$ cat src/rtl/stack_pkg.sv
// stack_pkg: shared types and helpers for the eForth data-stack controller.
//   stack_op_e : 3-bit stack opcode (6 and 7 behave as NOP)
//   state_e    : controller state (IDLE accepts ops, FILL refills nos from memory)
//   min_depth  : number of live cells an opcode needs before it may execute
package stack_pkg;
  localparam int DSZ_DEF   = 32;
  localparam int DEPTH_DEF = 64;
  typedef enum logic [2:0] {
    OP_NOP  = 3'd0,
    OP_PUSH = 3'd1,
    OP_DROP = 3'd2,
    OP_DUP  = 3'd3,
    OP_SWAP = 3'd4,
    OP_OVER = 3'd5,
    OP_RSV6 = 3'd6,
    OP_RSV7 = 3'd7
  } stack_op_e;
  typedef enum logic {IDLE = 1'b0, FILL = 1'b1} state_e;
  function automatic logic [1:0] min_depth(input stack_op_e op);
    return (op == OP_SWAP || op == OP_OVER) ? 2'd2 :
           (op == OP_DROP || op == OP_DUP)  ? 2'd1 : 2'd0;
  endfunction
endpackage

$ cat src/rtl/stack_ctl.sv
// stack_ctl: data-stack controller caching TOS/NOS in registers, spilling/filling
// the third cell to an external push/pop stack memory.
//   clk, rst_n            : clock, asynchronous active-low reset
//   op_valid/op_ready/op  : stack op handshake, din is the PUSH literal
//   err_clr               : clears sticky err_uf/err_of (a new error in the same cycle wins)
//   tos, nos, depth       : cached cells and live cell count (0..DEPTH+2)
//   s_push, s_vi          : registered spill strobe and data to stack memory
//   s_pop, s_vo           : registered fill strobe and popped data, captured in FILL
module stack_ctl
  import stack_pkg::*;
#(
  parameter int DSZ   = DSZ_DEF,
  parameter int DEPTH = DEPTH_DEF,
  parameter int SSZ   = $clog2(DEPTH + 3)
) (
  input  logic           clk,
  input  logic           rst_n,
  input  logic           op_valid,
  output logic           op_ready,
  input  logic [2:0]     op,
  input  logic [DSZ-1:0] din,
  input  logic           err_clr,
  output logic [DSZ-1:0] tos,
  output logic [DSZ-1:0] nos,
  output logic [SSZ-1:0] depth,
  output logic           err_uf,
  output logic           err_of,
  output logic           s_push,
  output logic           s_pop,
  output logic [DSZ-1:0] s_vi,
  input  logic [DSZ-1:0] s_vo
);
  state_e          r_state, w_state_nxt;
  logic [DSZ-1:0]  r_tos, r_nos, r_s_vi, w_tos_nxt, w_nos_nxt;
  logic [SSZ-1:0]  r_depth, w_depth_nxt;
  logic            r_err_uf, r_err_of, r_s_push, r_s_pop;
  stack_op_e       w_op;
  logic            w_acc, w_push_type, w_uf, w_of, w_fire, w_spill, w_pop;

  assign w_op        = stack_op_e'(op);
  assign op_ready    = (r_state == IDLE);
  assign w_acc       = op_valid & op_ready;
  assign w_push_type = (w_op == OP_PUSH) | (w_op == OP_DUP) | (w_op == OP_OVER);
  assign w_uf        = r_depth < SSZ'(min_depth(w_op));
  assign w_of        = w_push_type & (r_depth == SSZ'(DEPTH + 2));
  assign w_fire      = w_acc & ~w_uf & ~w_of;
  // Only the third cell down lives in memory, so traffic starts once both caches are full.
  assign w_spill     = w_fire & w_push_type & (r_depth >= SSZ'(2));
  assign w_pop       = w_fire & (w_op == OP_DROP) & (r_depth > SSZ'(2));

  always_ff @(posedge clk or negedge rst_n)
    if (!rst_n) r_state <= IDLE;
    else        r_state <= w_state_nxt;

  always_comb
    w_state_nxt = (r_state == FILL) ? IDLE : (w_pop ? FILL : IDLE);

  always_comb begin
    w_tos_nxt   = r_tos;
    w_nos_nxt   = (r_state == FILL) ? s_vo : r_nos;
    w_depth_nxt = r_depth;
    if (w_fire)
      case (w_op)
        OP_PUSH: begin
          w_tos_nxt   = din;
          w_nos_nxt   = r_tos;
          w_depth_nxt = r_depth + SSZ'(1);
        end
        OP_DUP: begin
          w_nos_nxt   = r_tos;
          w_depth_nxt = r_depth + SSZ'(1);
        end
        OP_OVER: begin
          w_tos_nxt   = r_nos;
          w_nos_nxt   = r_tos;
          w_depth_nxt = r_depth + SSZ'(1);
        end
        OP_SWAP: begin
          w_tos_nxt = r_nos;
          w_nos_nxt = r_tos;
        end
        OP_DROP: begin
          // Deep stacks keep nos until FILL overwrites it with the popped cell.
          w_tos_nxt   = r_nos;
          w_nos_nxt   = (r_depth > SSZ'(2)) ? r_nos : '0;
          w_depth_nxt = r_depth - SSZ'(1);
        end
        default: ;
      endcase
  end

  always_ff @(posedge clk or negedge rst_n)
    if (!rst_n) begin
      r_tos    <= '0;
      r_nos    <= '0;
      r_depth  <= '0;
      r_err_uf <= 1'b0;
      r_err_of <= 1'b0;
      r_s_push <= 1'b0;
      r_s_pop  <= 1'b0;
      r_s_vi   <= '0;
    end else begin
      r_tos    <= w_tos_nxt;
      r_nos    <= w_nos_nxt;
      r_depth  <= w_depth_nxt;
      r_err_uf <= (w_acc & w_uf) | (r_err_uf & ~err_clr);
      r_err_of <= (w_acc & w_of) | (r_err_of & ~err_clr);
      r_s_push <= w_spill;
      r_s_pop  <= w_pop;
      if (w_spill) r_s_vi <= r_nos;
    end

  assign tos    = r_tos;
  assign nos    = r_nos;
  assign depth  = r_depth;
  assign err_uf = r_err_uf;
  assign err_of = r_err_of;
  assign s_push = r_s_push;
  assign s_pop  = r_s_pop;
  assign s_vi   = r_s_vi;
endmodule

$ cat config.mk
export PLATFORM = sky130hd
export DESIGN_NAME = stack_ctl
export DESIGN_NICKNAME = d
export VERILOG_FILES = /design/src/rtl/stack_pkg.sv /design/src/rtl/stack_ctl.sv
export SDC_FILE = /design/constraint.sdc
export NUM_CORES = 1
export LEC_CHECK = 0
export CAP_MARGIN = 20
export CORE_MARGIN = 5
export CORE_UTILIZATION = 28
export CTS_CLUSTER_DIAMETER = 30
export DETAILED_ROUTE_END_ITERATION = 8
export MAX_ROUTING_LAYER = met4
export PLACE_DENSITY_LB_ADDON = 0.05
export SYNTH_ARGS = -nofsm -noshare
export SYNTH_HDL_FRONTEND = slang
export SYNTH_SLANG_ARGS = --single-unit
$ cat constraint.sdc
create_clock -name clk -period 3.8 [get_ports clk]
set_clock_uncertainty 0.2 [all_clocks]
set_input_delay 0.76 -clock clk [delete_from_list [all_inputs] [get_ports clk]]
set_output_delay 0.76 -clock clk [all_outputs]
set_load 0.005 [all_outputs]
# --- Word level (Yosys, flattened, before mapping) ---
# Cells that the tools add are included.
# W data, S select, Z words.
totals:
  register_bits: 108
  input_bits: 71
  out_inout_bits: 108
  elab_cells: 60
op_classes:
  add_sub_neg: 2
  order_cmp: 3
  n_eq_ne: 7
  muxes: 10
  n_bitwise: 20
  n_reduce_logical: 9
ops:
  columns: ["operator", "count"]
  rows:
  - ["$pmux W32 S2", 2]
  - ["$mux W32", 3]
  - ["$pmux W7 S2", 1]
  - ["$and A1 B1 Y1", 12]
  - ["$add A7 B1 Y7 const B", 1]
  - ["$eq A7 B7 Y1 const B", 1]
  - ["$ge A7 B2 Y1 const B", 1]
  - ["$gt A7 B2 Y1 const B", 1]
  - ["$lt A7 B2 Y1", 1]
  - ["$sub A7 B1 Y7 const B", 1]
  - ["$eq A3 B2 Y1 const B", 2]
  - ["$eq A3 B3 Y1 const B", 2]
  - ["$reduce_or A3 Y1", 2]
  - ["$not A1 Y1", 4]
  - ["$or A1 B1 Y1", 4]
  - ["$reduce_and A2 Y1", 2]
  - ["$reduce_bool A2 Y1", 2]
  - ["$reduce_or A4 Y1", 1]
  - ["$eq A3 B1 Y1 const B", 1]
  - ["$mux W1", 3]
  - ["$ne A3 B3 Y1 const B", 1]
  - ["$logic_or A1 B1 Y1", 2]
  - ["$mux W2", 1]

# --- Depth between registers and ports, before layout ---
depth:
  word_depth: 12
  ltp_mapped: 10
  depth_no_buf: 8

# --- Least setup slack after synthesis ---
# Ideal clock, no wire load.
synth_timing:
  kind: "input to register"
  startpoint: "input op[2]"
  endpoint: "register r_depth[6], in the netlist depth[6]"
  setup_time_ns: 0.129
  t_arrival_ns: 2.532
  required_ns: 3.471
  slack_ns: 0.940
  cell_stages: 8
  n_path_buf: 0
  path_cell_list: "or3b_2 inv_1 ha_1 a211oi_1 o211ai_1 o31ai_1 o21ai_0 xnor2_1"
synth_via:
  elab_chain_cells: 9
  elab_cells_between_ends: 21
  cone_classes: "order compare (1); eq/ne (5); mux (3); bitwise (7); reduce/logical (5)"
synth_rtl:
  columns: ["item", "line_no", "rtl"]
  rows:
  - ["start: declaration", "stack_ctl.sv:20", "input logic [2:0] op,"]
  - ["$eq A3 B2 Y1, on equally long branches", "stack_pkg.sv:21, stack_ctl.sv:63, stack_ctl.sv:43", null]
  - ["$logic_or A1 B1 Y1", "stack_pkg.sv:21", "(op == OP_DROP || op == OP_DUP) ? 2'd1 : 2'd0;"]
  - ["$mux W1", "stack_pkg.sv:21", null]
  - ["$mux W2", "stack_pkg.sv:20", "return (op == OP_SWAP || op == OP_OVER) ? 2'd2 :"]
  - ["$lt A7 B2 Y1", "stack_ctl.sv:44", "assign w_uf = r_depth < SSZ'(min_depth(w_op));"]
  - ["$not A1 Y1", "stack_ctl.sv:46", "assign w_fire = w_acc & ~w_uf & ~w_of;"]
  - ["$and A1 B1 Y1 (2 in series)", "stack_ctl.sv:46", null]
  - ["$reduce_and A2 Y1 (no line)", null, null]
  - ["end signal: assignment", "stack_ctl.sv:105", "r_depth <= w_depth_nxt;"]
  - ["end: declaration", "stack_ctl.sv:35", "logic [SSZ-1:0] r_depth, w_depth_nxt;"]
# Several ways; a longest one is shown, not always the timed one.
# A chain may end at the register's enable or synchronous reset.

# --- Worst setup path after layout ---
layout_timing:
  startpoint: "input op[2]"
  endpoint: "register r_s_vi[16], in the netlist s_vi[16]"
layout_via:
  elab_chain_cells: 10
  elab_cells_between_ends: 19
  cone_classes: "order compare (1); eq/ne (5); mux (2); bitwise (9); reduce/logical (2)"
layout_rtl:
  columns: ["item", "line_no", "rtl"]
  rows:
  - ["$eq A3 B2 Y1, on equally long branches", "stack_pkg.sv:21, stack_ctl.sv:43", null]
  - ["$logic_or A1 B1 Y1", "stack_pkg.sv:21", null]
  - ["$mux W1", "stack_pkg.sv:21", null]
  - ["$mux W2", "stack_pkg.sv:20", null]
  - ["$lt A7 B2 Y1", "stack_ctl.sv:44", null]
  - ["$not A1 Y1", "stack_ctl.sv:46", null]
  - ["$and A1 B1 Y1 (2 in series)", "stack_ctl.sv:46", null]
  - ["$and A1 B1 Y1 (*) (2 in series)", "stack_ctl.sv:48", "assign w_spill = w_fire & w_push_type & (r_depth >= SSZ'(2));"]
  - ["end signal: assignment", "stack_ctl.sv:110", "if (w_spill) r_s_vi <= r_nos;"]
  - ["end: declaration", "stack_ctl.sv:34", "logic [DSZ-1:0] r_tos, r_nos, r_s_vi, w_tos_nxt, w_nos_nxt;"]
# Mark *: on every way between the ends. The rest lies on a longest branch, timed or not.

==> flow_summary.toml <==
[finish]
seq_area_um2 = 2704
n_antenna_cell = 0
fin_nets = 760
layout_commonest_cell = "clkdlybuf4s50_1"
stdcell_area_um2 = 7545
drive_above_1_share = 0.1516
nFillCells = 1733
multi_input_area_um2 = 2175
area_growth_pct = 45.69
layout_common_cells = "177 x clkdlybuf4s50_1, 107 x dfrtp_1, 103 x nand2_1"

[detailed_routing]
drt_wl_total_um = 16180
wl_per_cell_um = 17.68
avgViaCountPerCell = 4.797
via_count = 4389
dr.first_iter.drc_count = 213
drc = 0
antenna_left = 0
firstDrtPassIters = 4

[critical_path]
reg2reg_slack_ns = 1.13
max_stage_delay_ns = 0.59
crit_buf_inv = 4
ff2ff_path_depth = 6
cp_top_family = "buffers and inverters"
cp-start-kind = "input port"
worstReg2RegEnd = "s_vi[16]$_DFFE_PN0P_"
crit_required_ns = 3.84
cp_max_fo = 13
crit_top_cell = "inv_1"
r2r_start = "depth[2]$_DFFE_PN0P_"
crit_type = "in -> reg"
cp.arrival_ns = 3.28
cpMaxStageDelayCell = "clkdlybuf4s50_1"
crit_chain = "clkdlybuf4s50_1 -> nor2b_1 -> inv_1 -> ha_1 -> inv_1 -> o211a_4 -> nor3_4 -> o311ai_4 -> buf_4 -> mux2_2"
endpoint_kind = "register"

[timing]
fmax_mhz = 308.6
hold_viol = 0
totalNegativeSetupSlack_ns = 0
min_period_ns = 3.241
max_slew_margin = 0.5224
timing.final.ws_setup_ns = 0.5592
worst_pin_slew_ns = 0.7164
finalCritPeriodShare = 0.8528
hold_ws_ns = 0.2444
maxSlewViolCount = 0
finalSetupViolCount = 0
rsz0062_at_grt = "no"

[clock_network]
clk_latency_ns = 0.35
cts_root_buffer = "clkbuf_16"
numCtsBuffers = 9
cts_tree = "yes"
postCtsSetupBuffers = 0
holdBufCountCts = 0
htreeDepth = 3
cts_sinks = 108
cts_resized = 0
clock_path_buffers = 2
clk_pin_slew_ns = 0.07

[yosys]
synth_seq_area_share = 0.5219
ys_ff_latch = 108
postSynthAreaPerCell_um2 = 10.21
dominantRegCellSynth = "dfrtp_1"
ys_warn_count = 0
synthArstFlopShare = 1.000
yosysUniqueCellTypes = 43
synth_edf_count = 0
syn_nets = 585
synth_cells = 507
synth_area_um2 = 5179

[power]
power_w = 0.004929
p_sw_w = 0.001576
power_density_nw_per_um2 = 653.3
p_sw_frac = 0.3198
leakagePower_nw = 3.132
power_frac_clock = 0.195
power_frac_seq = 0.401
peakVddDrop_mv = 0.2208
p_int_w = 0.003353
combPwrFrac = 0.404

[placement]
placed_area_um2 = 7248
place_hpwl_um = 11480
gp_congestion = 0.7613
dp_worst_setup_slack_ns = 0.1510
portBuffers = 178

[global_routing]
antenna_found_initial = 0
grt.overflow.total = 0
grt_pass1_vias = 4646
grt_max_degree = 65
grt_util_all_layers = 0.1587
grt_pass1_wl_um = 26090

[floorplanning]
rows = 49
dieArea_um2 = 21310
die_w_um = 146.0
die_h_um = 146.0
initial_core_util = 0.2863
ioPinCount = 179
coreArea_um2 = 18090

[worst_hold_path]
hp-class = "in -> async"

[status]
status = "completed"

[run]
maxCapViolations = 0
==> through the flow <==
stage                 util  cells
floorplan                -    507
global placement    0.4008    900
detailed placement  0.4008    900
CTS                 0.4172    915
global route        0.4172    915
finish              0.4172    915
==> cell families after synthesis <==
| group | Yosys count | synth area share |
|---|---|---|
| AOI/OAI and AO/OA | 120 | 0.1706 |
| xor gates and xnor gates | 6 | 0.01015 |
| adders and majority gates | 7 | 0.01836 |
| buffers and inverters | 70 | 0.06306 |
| DFF | 108 | 0.5219 |
| muxes | 37 | 0.08021 |
| and+or+nand+nor | 159 | 0.1358 |
==> power groups by stage <==
stage	Sequential, W	Clock [W]	Combinational, W
floorplan	0.00196	0	0.000770
global placement	0.00200	0	0.00201
detailed placement	0.00201	0	0.00202
CTS	0.00199	0.00101	0.00203
global route	0.00206	0.00105	0.00218
finish	0.00198	0.000962	0.00199
==> synthesized netlist by cell type, types with 2 or more instances <==
cell type | count | area, um2
dfrtp_1 | 108 | 2703
nand2_1 | 103 | 386.6
inv_1 | 41 | 153.9
a21oi_1 | 39 | 195.2
nor2_1 | 37 | 138.9
mux2_2 | 32 | 360.4
o21ai_2 | 28 | 245.2
o311ai_0 | 28 | 245.2
clkbuf_1 | 19 | 71.32
buf_6 | 7 | 78.83
ha_1 | 6 | 75.07
o21ai_0 | 5 | 25.02
xnor2_1 | 5 | 43.79
mux2_1 | 4 | 45.04
o21ai_1 | 4 | 20.02
o311ai_1 | 4 | 35.03
and2_1 | 3 | 18.77
buf_4 | 3 | 22.52
nor4_2 | 3 | 37.54
nor2b_1 | 2 | 12.51
o211ai_1 | 2 | 15.01
o22ai_1 | 2 | 12.51
o31ai_1 | 2 | 15.01
==> final cells by class <==
type	count	area share
clock buffer	9	0.02985
clock inverter	6	0.009453
inverter	41	0.02040
multi-input combinational	329	0.2882
sequential	108	0.3584
tap	229	0.03798
timing repair buffer	193	0.2557
==> metal layers <==
| layer | global-route usage | vias up | part of all wire |
|---|---|---|---|
| met4 | 0.06726 | 0 | 0.030 |
| met2 | 0.2435 | 136 | 0.45 |
| li1 | - | 2096 | - |
| met3 | 0.04547 | 35 | 0.072 |
| met5 | - | - | 0 |
| met1 | 0.1966 | 2122 | 0.44 |
==> how the worst max path moves through the flow <==
stage	from	end	slack [ns]	cells after the start
2_1_floorplan	op[2]	depth[6]$_DFFE_PN0P_	0.94	8
3_3_place_gp	op[2]	nos[6]$_DFFE_PN0P_	0.21	10
3_5_place_dp	op[2]	s_vi[20]$_DFFE_PN0P_	0.15	10
4_1_cts	op[2]	s_vi[13]$_DFFE_PN0P_	0.54	10
5_1_grt	op[2]	s_vi[12]$_DFFE_PN0P_	0.41	10
6_report	op[2]	s_vi[16]$_DFFE_PN0P_	0.56	10
==> registers in the layout (all words and copies together), names as in the netlist <==
signal	flops
depth	7
s_vi	32
err_of	1
r_state	1
s_push	1
tos	32
s_pop	1
err_uf	1
nos	32
No activity file was read; power rests on OpenSTA's default activity.
